--- config.mk ---
export PLATFORM = sky130hd
export DESIGN_NAME = router_port_ctrl
export DESIGN_NICKNAME = d
export VERILOG_FILES = /design/src/rtl/router_pkg.sv /design/src/rtl/router_port_timer.sv /design/src/rtl/router_port_ctrl.sv
export SDC_FILE = /design/constraint.sdc
export NUM_CORES = 1
export LEC_CHECK = 0
export CORE_AREA = 3 3 40 42
export DETAILED_ROUTE_END_ITERATION = 7
export DIE_AREA = 0 0 43 45
export GPL_TIMING_DRIVEN = 0
export PLACE_DENSITY_LB_ADDON = 0.1
export SLEW_MARGIN = 20
export SYNTH_ARGS = -nofsm -noshare
export SYNTH_HDL_FRONTEND = slang
export SYNTH_HIERARCHICAL = 1
export SYNTH_SLANG_ARGS = --single-unit
--- constraint.sdc ---
create_clock -name clock -period 2.5 [get_ports clock]
set_input_delay 0.375 -clock clock [delete_from_list [all_inputs] [get_ports clock]]
set_output_delay 0.375 -clock clock [all_outputs]
set_load 0.01 [all_outputs]
--- src/rtl/router_pkg.sv ---
// Shared definitions for the 1x3 router port control slice.
package router_pkg;

  localparam int NUM_PORTS       = 3;
  localparam int TIMEOUT_DEFAULT = 30;

  typedef logic [1:0] port_addr_t;

  localparam port_addr_t ADDR_NONE = 2'b11;

endpackage

--- src/rtl/router_port_timer.sv ---
// Per-port unread-data timeout. Counts cycles where the port has data and is
// not being read; on the TIMEOUT-th such cycle it registers a one-cycle
// soft_reset pulse and restarts from zero. A read or an empty FIFO clears it.
// Only built when ROUTER_PORT_TIMEOUT_EN is defined.
`ifdef ROUTER_PORT_TIMEOUT_EN
module router_port_timer
  import router_pkg::*;
#(
  parameter int TIMEOUT = TIMEOUT_DEFAULT
) (
  input  logic clock,
  input  logic resetn,
  input  logic vld,
  input  logic rd,
  output logic soft_reset
);

  localparam int            CW   = $clog2(TIMEOUT + 1);
  localparam logic [CW-1:0] TERM = CW'(TIMEOUT - 1);

  logic [CW-1:0] cnt_q, cnt_d;
  logic          soft_reset_q, soft_reset_d;

  // Next-state: a read takes priority over reaching the terminal count.
  always_comb begin
    cnt_d        = cnt_q;
    soft_reset_d = 1'b0;
    if (rd || !vld) begin
      cnt_d = '0;
    end else if (cnt_q == TERM) begin
      cnt_d        = '0;
      soft_reset_d = 1'b1;
    end else begin
      cnt_d = cnt_q + CW'(1);
    end
  end

  // Counter and pulse registers; async reset drops any count in flight.
  always_ff @(posedge clock or negedge resetn) begin
    if (!resetn) begin
      cnt_q        <= '0;
      soft_reset_q <= 1'b0;
    end else begin
      cnt_q        <= cnt_d;
      soft_reset_q <= soft_reset_d;
    end
  end

  assign soft_reset = soft_reset_q;

endmodule
`endif

--- src/rtl/router_port_ctrl.sv ---
// Port control between the router FSM and the three output FIFOs: latches the
// header address, steers the write strobe one-hot, returns the addressed full
// flag, drives valid-out, and (with ROUTER_PORT_TIMEOUT_EN) times out unread
// ports with a one-cycle soft reset. Without the macro soft_reset_* are 0.
module router_port_ctrl
  import router_pkg::*;
#(
  parameter int TIMEOUT = TIMEOUT_DEFAULT
) (
  input  logic       clock,
  input  logic       resetn,
  input  logic       detect_add,
  input  logic [1:0] data_in,
  input  logic       write_enb_reg,
  input  logic       read_enb_0,
  input  logic       read_enb_1,
  input  logic       read_enb_2,
  input  logic       empty_0,
  input  logic       empty_1,
  input  logic       empty_2,
  input  logic       full_0,
  input  logic       full_1,
  input  logic       full_2,
  output logic [2:0] write_enb,
  output logic       fifo_full,
  output logic       vld_out_0,
  output logic       vld_out_1,
  output logic       vld_out_2,
  output logic       soft_reset_0,
  output logic       soft_reset_1,
  output logic       soft_reset_2
);

  port_addr_t addr_q, addr_d;

  // Address latch next-state: load on header decode, otherwise hold.
  always_comb begin
    addr_d = addr_q;
    if (detect_add) addr_d = data_in;
  end

  // Address register; soft resets deliberately do not touch it.
  always_ff @(posedge clock or negedge resetn) begin
    if (!resetn) addr_q <= ADDR_NONE;
    else         addr_q <= addr_d;
  end

  // One-hot write steering; an invalid address suppresses all writes.
  always_comb begin
    write_enb = 3'b000;
    if (write_enb_reg) begin
      case (addr_q)
        2'd0:    write_enb = 3'b001;
        2'd1:    write_enb = 3'b010;
        2'd2:    write_enb = 3'b100;
        default: write_enb = 3'b000;
      endcase
    end
  end

  // Full flag of the addressed FIFO back to the FSM.
  always_comb begin
    case (addr_q)
      2'd0:    fifo_full = full_0;
      2'd1:    fifo_full = full_1;
      2'd2:    fifo_full = full_2;
      default: fifo_full = 1'b0;
    endcase
  end

  assign vld_out_0 = ~empty_0;
  assign vld_out_1 = ~empty_1;
  assign vld_out_2 = ~empty_2;

`ifdef ROUTER_PORT_TIMEOUT_EN
  logic [NUM_PORTS-1:0] vld_v, rd_v, soft_reset_v;

  assign vld_v = {vld_out_2, vld_out_1, vld_out_0};
  assign rd_v  = {read_enb_2, read_enb_1, read_enb_0};

  for (genvar p = 0; p < NUM_PORTS; p++) begin : g_timer
    router_port_timer #(
      .TIMEOUT (TIMEOUT)
    ) u_timer (
      .clock      (clock),
      .resetn     (resetn),
      .vld        (vld_v[p]),
      .rd         (rd_v[p]),
      .soft_reset (soft_reset_v[p])
    );
  end

  assign soft_reset_0 = soft_reset_v[0];
  assign soft_reset_1 = soft_reset_v[1];
  assign soft_reset_2 = soft_reset_v[2];
`else
  // Read enables only feed the timers, so they are intentionally unused here.
  logic unused_rd;
  assign unused_rd    = ^{read_enb_0, read_enb_1, read_enb_2};
  assign soft_reset_0 = 1'b0;
  assign soft_reset_1 = 1'b0;
  assign soft_reset_2 = 1'b0;
`endif

endmodule

==> reports/qor.yml <==
outcome:
  outcome: "finished clean"
cts:
  ctsHoldBuffers: 0
  numClockSinks: 2
  root_buffer: "clkbuf_4"
  cts_tree: "yes"
  clk_pin_slew_ns: 0.03
  postCtsSetupRepairBufs: 0
  post_cts_resized: 0
  cts_buffers: 3
  clk_latency_ns: 0.22
  ctsLongestPathBuffers: 2
  htreeDepth: 1
drt:
  detail-route-antenna-nets: 0
  firstDrtPassIters: 2
  vias: 182
  wire_per_inst_um: 8.618
  drt-total-wl_um: 474
  avgViaCountPerCell: 3.309
  drt-initial-drc-count: 2
  drc: 0
final_layout:
  multi_input_area_um2: 83.83
  ff_latch_area_um2: 52.55
  largestRegisters: "addr_q: 2 flops"
  largest_reg_flops: 2
  top_register: "addr_q"
  fillCellCount: 139
  n_antenna_cell: 0
  final_net_count: 57
  drive_above_1_share_pct: 25.00
  area_delta_synth_final_pct: 140.8
critical_path:
  cp.arrival_ns: 1.62
  required_ns: 2.12
  crit_path_end_kind: "output port"
  cp_slowest_cell: "clkdlybuf4s50_1"
  crit_chain: "clkdlybuf4s50_1 > nor3b_1 > clkdlybuf4s50_1"
  crit_family: "buffers and inverters"
  cp_common_cell: "clkdlybuf4s50_1"
  critical_path_class: "primary input to output port"
  cp_slowest_stage_delay_ns: 0.57
  path_buf_inv: 2
  cp_max_fo: 3
  start_kind: "primary input"
synthesis:
  synth_compound_area_share_pct: 3.077
  syn_area_per_cell_um2: 9.568
  synth-simple-area-share_pct: 21.54
  yosys.area_share.xor_xnor_pct: 0
  synthMuxAreaShare_pct: 20.00
  synth_area_um2: 162.7
  synth_top_area_share_pct: 32.31
  synth_top_family_by_area: "simple AND/OR/NAND/NOR gates"
  postSynthCellCount: 17
  synth_top_area_cell: "dfstp_2"
  synth_seq_cells: 2
  yosys.area_share.adder_pct: 0
  yosysWarnings: 6
  synthTopCellsByArea: "dfstp_2 (32%), buf_4 (14%), mux2_1 (14%), and3b_2 (12%), inv_1 (6.9%)"
  synth_cell_types: 10
  ys_seq_area_share_pct: 32.31
sta:
  drv_slew: 0
  fmaxAchievable_mhz: 500.6
  finalSetupTns_ns: 0
  finalCriticalPeriod_ns: 1.998
  rsz0062_at_grt: "no"
  setup_viol: 0
  finalHoldViolCount: 0
  skew_ns: 0
  finalCritPeriodShare_pct: 79.91
  setup_ws_ns: 0.5023
power_and_ir_drop:
  combinationalPowerShare_pct: 32.4
  switchingPower_mw: 0.03807
  irDropWorstVdd_mv: 0.2368
  power.density_mw_per_mm2: 428.1
  p_sw_share_pct: 22.71
  pwr-share-clk_pct: 41.9
  p_seq_share_pct: 25.8
  p_leak_nw: 0.1774
  cell_internal_pwr_mw: 0.1296
min_path:
  hold_class: "primary input to asynchronous set/reset pin"
grt:
  overflow: 0
  grt_pass1_vias: 186
  track_usage_pct: 5.740
  grt_pass1_wl_um: 765
  grt_max_degree: 7
  grt_antenna_before_repair: 0
placement:
  io_buffers: 18
  dp_slack_ns: 0.4982
  routabilityCongestion: 0.6578
  hpwl_um: 372.9
floorplanning:
  die_w_um: 43
  ios: 25
  dieArea_mm2: 0.001935
  rows: 13
  die_y_um: 45
  initial_core_util_pct: 12.66
  core_area_mm2: 0.001285
run:
  cap_violations: 0
-- cell usage after synthesis (all sizes together) --
cell,count
buf,3
inv,3
and3b,2
dfstp,2
mux2,2
conb,1
mux2i,1
nand3b,1
nor3b,1
o21ai,1
-- path summary, 6_finish.rpt --
path	from	endpoint	cells after the start	slack [ns]
min reg2reg	addr_q[1]	addr_q[1]	1	0.67
max reg2reg	addr_q[0]	addr_q[0]	1	1.74
max in group asynchronous	resetn	addr_q[1]	1	1.98
min in group clock	addr_q[1]	addr_q[1]	1	0.67
max	write_enb_reg	write_enb[0]	3	0.50
min	resetn	addr_q[0]	1	0.50
-- cell families after synthesis --
group / after synthesis
AO/OA/AOI/OAI: 1
flip-flops: 2
buffers and inverters: 6
AND/OR/NAND/NOR: 4
other: 1
multiplexers: 3
-- through the flow --
| step | cell area [um2] | instances | utilization (%) | power (mW) | hold slack (ns) |
|---|---|---|---|---|---|
| CTS | 391.6 | 55 | 30.48 | 0.1741 | 0.4869 |
| global route | 391.6 | 55 | 30.48 | 0.1830 | 0.4981 |
| floorplan | 170.2 | 19 | - | 0.06236 | 0.2272 |
| detailed placement | 369.1 | 52 | 28.72 | 0.09798 | 0.6758 |
| global placement | 369.1 | 52 | 28.72 | 0.09711 | 0.6661 |
| finish | 391.6 | 55 | 30.48 | 0.1677 | 0.4963 |
-- power groups by stage --
stage	sequential [mW]	clock, mW	combinational, mW
after global routing	0.0445	0.0805	0.0580
final	0.0432	0.0702	0.0543
after floorplan	0.0420	0	0.0204
after CTS	0.0434	0.0760	0.0546
after detailed placement	0.0437	0	0.0543
after global placement	0.0434	0	0.0537
-- metal layers --
| metal | wire length, um | global-route usage [%] | vias up |
|---|---|---|---|
| met5 | 0 | 0 | - |
| met3 | 69 | 3.187 | 0 |
| met2 | 201 | 6.886 | 13 |
| met4 | 0 | 7.229 | 0 |
| met1 | 203 | 6.250 | 74 |
| li1 | - | - | 95 |
-- area by class of cell --
class                   count  area share, %
repair buffers             18          46.01
multi-input cells          11          21.41
flip-flops and latches      2          13.42
clock buffers               3          5.751
plain buffers               3          5.751
well taps                  15          4.792
inverters                   3          2.875
-- placed cells by master, fill, tap and decap left out --
cell / instances
inv_1: 3
nor3b_1: 1
nand3b_1: 1
dfstp_2: 2
mux2i_1: 1
clkdlybuf4s50_1: 18
and3b_2: 2
o21ai_1: 1
conb_1: 3
clkbuf_4: 3
mux2_1: 2
buf_4: 3
No activity file was read; power rests on OpenSTA's default activity.
